[config.mk]
export PLATFORM = sky130hd
export DESIGN_NAME = cp_tx_arbiter
export DESIGN_NICKNAME = d
export VERILOG_FILES = /design/src/rtl/cp_tx_arbiter.sv
export SDC_FILE = /design/constraint.sdc
export NUM_CORES = 1
export LEC_CHECK = 0
export CAP_MARGIN = 20
export CORE_AREA = 4 4 137 139
export CTS_CLUSTER_DIAMETER = 50
export DETAILED_ROUTE_END_ITERATION = 10
export DIE_AREA = 0 0 141 143
export DONT_BUFFER_PORTS = 1
export MAX_ROUTING_LAYER = met4
export SLEW_MARGIN = 20
export SYNTH_ARGS = -nofsm -noshare
export SYNTH_HDL_FRONTEND = slang
export SYNTH_SLANG_ARGS = --single-unit
[constraint.sdc]
create_clock -name clk -period 5 [get_ports clk]
set_input_delay 1 -clock clk [delete_from_list [all_inputs] [get_ports clk]]
set_output_delay 1 -clock clk [all_outputs]
set_load 0.02 [all_outputs]
[src/rtl/cp_tx_arbiter.sv]
// Four-requester transmit arbiter: round-robin grant, RTS/CTS handshake over the control channel, then data burst.
// Optional CP_ARB_STATS_EN adds a saturating transferred-word counter output (word_count).
module cp_tx_arbiter #(
  parameter int TIMEOUT_CYCLES = 64
) (
  input  logic        clk,
  input  logic        rst,
  input  logic [15:0] node_id,
  input  logic [15:0] max_node,
  input  logic [3:0]  req,
  input  logic [63:0] req_dest,
  input  logic [63:0] req_len,
  input  logic [3:0]  data_valid,
  input  logic [63:0] data_in,
  input  logic [31:0] control_rx_packet,
  output logic [3:0]  grant,
  output logic [3:0]  data_ready,
  output logic [31:0] control_tx_packet,
  output logic [31:0] data_tx_packet,
  output logic        busy,
  output logic        reject,
  output logic        timeout_err
`ifdef CP_ARB_STATS_EN
  ,
  output logic [15:0] word_count
`endif
);

  typedef enum logic [2:0] {
    IDLE     = 3'd0,
    RTS      = 3'd1,
    WAIT_CTS = 3'd2,
    SEND     = 3'd3,
    DONE     = 3'd4
  } state_t;

  state_t      state_r, state_s;
  logic [1:0]  ptr_r, ptr_s;
  logic [1:0]  win_r, win_s;
  logic [1:0]  pick_s;
  logic [15:0] dest_r, dest_s;
  logic [15:0] len_r, len_s;
  logic [7:0]  cnt_r, cnt_s;
  logic [15:0] rem_r, rem_s;
  logic [3:0]  grant_s;
  logic [3:0]  ready_s;
  logic [31:0] ctl_tx_s;
  logic [31:0] data_tx_s;
  logic        reject_s;
  logic        timeout_s;
  logic        cts_s;
  logic        invalid_s;
  logic        xfer_s;

  // First requester found scanning upward from p+1, wrapping modulo 4.
  function automatic logic [1:0] rr_pick(input logic [3:0] r, input logic [1:0] p);
    logic [1:0] idx;
    logic [1:0] sel;
    logic       found;
    sel   = p;
    found = 1'b0;
    for (int i = 1; i <= 4; i++) begin
      idx   = p + 2'(i);
      sel   = (!found && r[idx]) ? idx : sel;
      found = found | r[idx];
    end
    return sel;
  endfunction

  assign pick_s    = rr_pick(req, ptr_r);
  assign cts_s     = (control_rx_packet == {node_id, 16'hFFFF});
  assign invalid_s = (dest_r == node_id) || (dest_r >= max_node) || (len_r == 16'd0);
  assign xfer_s    = (state_r == SEND) && data_valid[win_r];

  // Next-state and next-output decode for the arbitration FSM.
  always_comb begin
    state_s   = state_r;
    ptr_s     = ptr_r;
    win_s     = win_r;
    dest_s    = dest_r;
    len_s     = len_r;
    cnt_s     = cnt_r;
    rem_s     = rem_r;
    grant_s   = grant;
    ready_s   = 4'b0000;
    ctl_tx_s  = 32'h0000_0000;
    data_tx_s = 32'h0000_0000;
    reject_s  = 1'b0;
    timeout_s = 1'b0;
    case (state_r)
      IDLE: begin
        if (req != 4'b0000) begin
          win_s   = pick_s;
          grant_s = 4'b0001 << pick_s;
          dest_s  = req_dest[{pick_s, 4'b0000} +: 16];
          len_s   = req_len[{pick_s, 4'b0000} +: 16];
          state_s = RTS;
        end else begin
          grant_s = 4'b0000;
        end
      end
      RTS: begin
        if (invalid_s) begin
          reject_s = 1'b1;
          ptr_s    = win_r;
          grant_s  = 4'b0000;
          state_s  = IDLE;
        end else begin
          ctl_tx_s = {dest_r, len_r};
          cnt_s    = 8'(TIMEOUT_CYCLES);
          state_s  = WAIT_CTS;
        end
      end
      WAIT_CTS: begin
        // A dropped request outranks a CTS arriving in the same cycle.
        if (!req[win_r]) begin
          ptr_s   = win_r;
          grant_s = 4'b0000;
          cnt_s   = 8'd0;
          state_s = IDLE;
        end else if (cts_s) begin
          rem_s   = len_r;
          ready_s = grant;
          cnt_s   = 8'd0;
          state_s = SEND;
        end else if (cnt_r <= 8'd1) begin
          timeout_s = 1'b1;
          ptr_s     = win_r;
          grant_s   = 4'b0000;
          cnt_s     = 8'd0;
          state_s   = IDLE;
        end else begin
          cnt_s = cnt_r - 8'd1;
        end
      end
      SEND: begin
        if (data_valid[win_r]) begin
          data_tx_s = {dest_r, data_in[{win_r, 4'b0000} +: 16]};
          rem_s     = rem_r - 16'd1;
          if (rem_r == 16'd1) begin
            grant_s = 4'b0000;
            state_s = DONE;
          end else begin
            ready_s = grant;
          end
        end else begin
          ready_s = grant;
        end
      end
      DONE: begin
        ptr_s   = win_r;
        grant_s = 4'b0000;
        state_s = IDLE;
      end
      default: begin
        grant_s = 4'b0000;
        state_s = IDLE;
      end
    endcase
  end

  // State, datapath and registered outputs.
  always_ff @(posedge clk or posedge rst) begin
    if (rst) begin
      state_r           <= IDLE;
      ptr_r             <= 2'd3;
      win_r             <= 2'd0;
      dest_r            <= 16'd0;
      len_r             <= 16'd0;
      cnt_r             <= 8'd0;
      rem_r             <= 16'd0;
      grant             <= 4'b0000;
      data_ready        <= 4'b0000;
      control_tx_packet <= 32'h0000_0000;
      data_tx_packet    <= 32'h0000_0000;
      busy              <= 1'b0;
      reject            <= 1'b0;
      timeout_err       <= 1'b0;
    end else begin
      state_r           <= state_s;
      ptr_r             <= ptr_s;
      win_r             <= win_s;
      dest_r            <= dest_s;
      len_r             <= len_s;
      cnt_r             <= cnt_s;
      rem_r             <= rem_s;
      grant             <= grant_s;
      data_ready        <= ready_s;
      control_tx_packet <= ctl_tx_s;
      data_tx_packet    <= data_tx_s;
      busy              <= (state_s != IDLE);
      reject            <= reject_s;
      timeout_err       <= timeout_s;
    end
  end

`ifdef CP_ARB_STATS_EN
  // Saturating count of words moved onto the data channel.
  always_ff @(posedge clk or posedge rst) begin
    if (rst) begin
      word_count <= 16'd0;
    end else if (xfer_s && (word_count != 16'hFFFF)) begin
      word_count <= word_count + 16'd1;
    end else begin
      word_count <= word_count;
    end
  end
`endif

endmodule
==> impl_results.md <==
* Synth async-reset ratio at 100%
* DIE HEIGHT at 143 um
* Post-CTS Resized at 0
* Routed WL at between 20 and 25 mm
* Slowest stage cell, crit path: nor2_2
* Initial Util at 43.9%
* Post-synthesis cell area at about 7700 um^2
* Hold buffers post-CTS at 0
* Util after Layout at between 40 and 50%
* ANT nets after route at 0
* Arrival time at the worst endpoint at between 3000 and 4000 ps
* Multi-input gate area at about 4000 um^2
* Fillers at 1,594
* Post-DP HPWL at 17.8 mm
* Final setup viols at 0
* WP data required at about 5300 ps
* Kind of critical path: in -> reg
* CTS Buf Count at 17
* Vias in the first global route at roughly 6,000
* Gr usage total at around 23%
* Leakage power at just under 4 nW
* GPL Wtd Cong at just over 0.9
* Dpl cells at a little over 900
* WL per Instance at roughly 24 um
* Total number of vias at between 5,000 and 6,000
* Site Rows at 49
* Outcome: finished clean
* DRC at 0
* DIE AREA at roughly 20,000 um^2
* CTS tree: done
* Final Critical Period at ~3000 ps
* Vias per Instance at 6.00
* Post-synth cell types at a little under 60
* EDFF count, synth at 0
* #FFs+latches synth at ~140
* Reg2Reg Capture Point: rem_r[12]
* Clock sinks at roughly 140
* Largest net degree at the start of global routing at roughly 110
* Mean area per synthesized cell at approximately 11 um^2
* CP endpoint kind: flop
* Fin crit share at 59.7%
* Critical path fanouts, max at 25
* # IOs at 341
* Leading area contributor after synthesis: dfrtp_1
* Worst-skew pair later-pin latency at 420 ps
* Post-CTS Setup Repair Bufs at 0
* MaxCap Viol Count at 0
* Area Growth Syn to Fin at 11.6%
* # nets final at roughly 1,000
* Worst-case reg-to-reg path depth at 5
* Root Buffer: clkbuf_16
* CP peak stage delay at 730 ps
* Synth area leaders: dfrtp_1, mux4_2, mux2_2, mux2i_1, a21oi_1
* Ys flop type: dfrtp_1
* Reg area at 3460 um^2
* Mapped Nets at 1,019
* Power density over the cells at 683 nW/um^2
* Syn Inst Count at 733
* Final Hold Viols at 0
* Max VDD drop at 0.378 mV
* First-pass GRT wire length at between 30 and 40 mm
* Most common library cells after synthesis: dfrtp_1, a21oi_1, clkbuf_1
* Initial antenna violation count at 1
* Die width at around 140 um
* Fraction of layout cells with a size suffix above 1 at around 16%
* Core ar. at 17,700 um^2
* Sequence of cells on the critical path: inv_1 -> ha_1 -> a2111oi_0 -> o21a_1 -> o22ai_1 -> nor2_2 -> a211o_1 -> mux2_2
* Worst-margin pin slew at between 800 and 900 ps
* Setup slack, reg-to-reg at a little over 2000 ps
* GR Overflow Total at 0
* Sequential area share after synthesis at between 40 and 50%
* First-pass DRT Iterations at 4
* Path type of the worst min-delay path: in -> async
* Crit start category: input port
* Post-route insts no fill at ~960
* Share of the synthesized area in the top cell type at 43.9%
* R2r startpoint: win_r[1]
* Initial DRC Count at ~340
* Clock Path Buffers at 2
* Clk pin slew, worst setup/hold paths at about 60 ps
* Ys Warns at 0
* Most frequent cell after synthesis: dfrtp_1
* H-Tree Depth at 4
* I/O Buffers at 0
* Final TNS setup at 0 ps
* Total power at 5.91 mW
* Fmax at about 0.34 GHz
* Slew HR at between 40% and 50%
* Final Max Tran Viols at 0
* RSZ-0062 raised after global routing: false
* Clock Skews at ~13 ps
==> per-layer routing <==
metal / global-route usage [%] / vias up / part of all wire [%]
li1: - / 2623 / -
met3: 5.39 / 27 / 7.0
met2: 41.2 / 282 / 53
met4: 7.55 / 0 / 1.9
met1: 26.0 / 2794 / 38
met5: - / - / 0
==> area by class of cell <==
| class | count | area share (%) |
|---|---|---|
| Tap cell | 229 | 3.31 |
| Clock buffer | 19 | 5.24 |
| Antenna cell | 1 | 0.0289 |
| Multi-Input combinational cell | 518 | 46.5 |
| Timing Repair Buffer | 10 | 1.24 |
| Inverter | 28 | 1.27 |
| Sequential cell | 138 | 40.0 |
| Clock inverter | 12 | 2.43 |
==> how the worst max path moves through the flow <==
stage	endpoint	cells past startpoint	startpoint	slack (ps)
after floorplan	busy	1	rst	310
after global placement	ptr_r[1]	8	max_node[3]	1550
after global routing	rem_r[12]	5	win_r[1]	1800
after detailed placement	rem_r[12]	5	data_valid[3]	1510
after CTS	rem_r[13]	5	win_r[1]	1660
final	ptr_r[1]	8	max_node[3]	2020
==> cell usage in the layout, fill, tap and decap left out, types with 4 or more instances in the layout <==
cell	count
and2_1	34
buf_4	8
inv_6	5
clkbuf_16	17
nand3_1	4
nand4_1	11
and3_1	33
mux4_2	18
inv_1	27
xor2_1	23
o2bb2ai_1	6
nand2_1	17
o21ai_0	17
dfrtp_1	136
ha_1	20
a31oi_1	4
mux2i_1	34
nor3_1	12
a211oi_1	32
nand2b_1	5
nor2b_1	33
nor3b_1	4
o21ai_1	8
xnor2_1	13
a21oi_1	56
bufinv_16	5
nor4_1	17
nor2_1	26
mux2_2	34
o21a_1	4
o22ai_1	7
==> state kept, by name, indices dropped and copies added, names as in the netlist <==
signal / flops
timeout_err: 1
control_tx_packet: 32
data_ready: 4
state_r: 3
data_tx_packet: 32
busy: 1
win_r: 2
ptr_r: 2
reject: 1
len_r: 16
rem_r: 16
cnt_r: 8
dest_r: 16
grant: 4
==> where the power goes <==
part           switching, mW  internal, mW  total (mW)
Combinational           1.19          1.06        2.24
Clock                  0.499         0.919        1.42
Sequential             0.710          1.53        2.24
==> logic make-up after synthesis <==
group / after synthesis / synth area share (%)
buf+inv: 77 / 3.92
compound gates: 156 / 12.7
mux: 86 / 14.6
simple gates: 220 / 16.9
flops: 138 / 44.6
fa+ha+maj: 20 / 3.23
xor+xnor: 36 / 4.07
==> stage by stage <==
step           hold WS [ps]  area [um^2]  worst slack, ps
2_1_floorplan           470         7750              307
3_3_place_gp            492         7950             1550
3_5_place_dp            505         7950             1510
4_1_cts                 520         8610             1660
5_1_grt                 412         8650             1800
6_report                419         8650             2020
==> critical path, delay by kind of cell <==
family	cells	cell delay, ps
AOI/OAI and AO/OA	4	930
and+or+nand+nor	1	730
muxes	1	340
adders and majority gates	1	290
buffers and inverters	1	20
No activity file was read; power rests on OpenSTA's default activity.
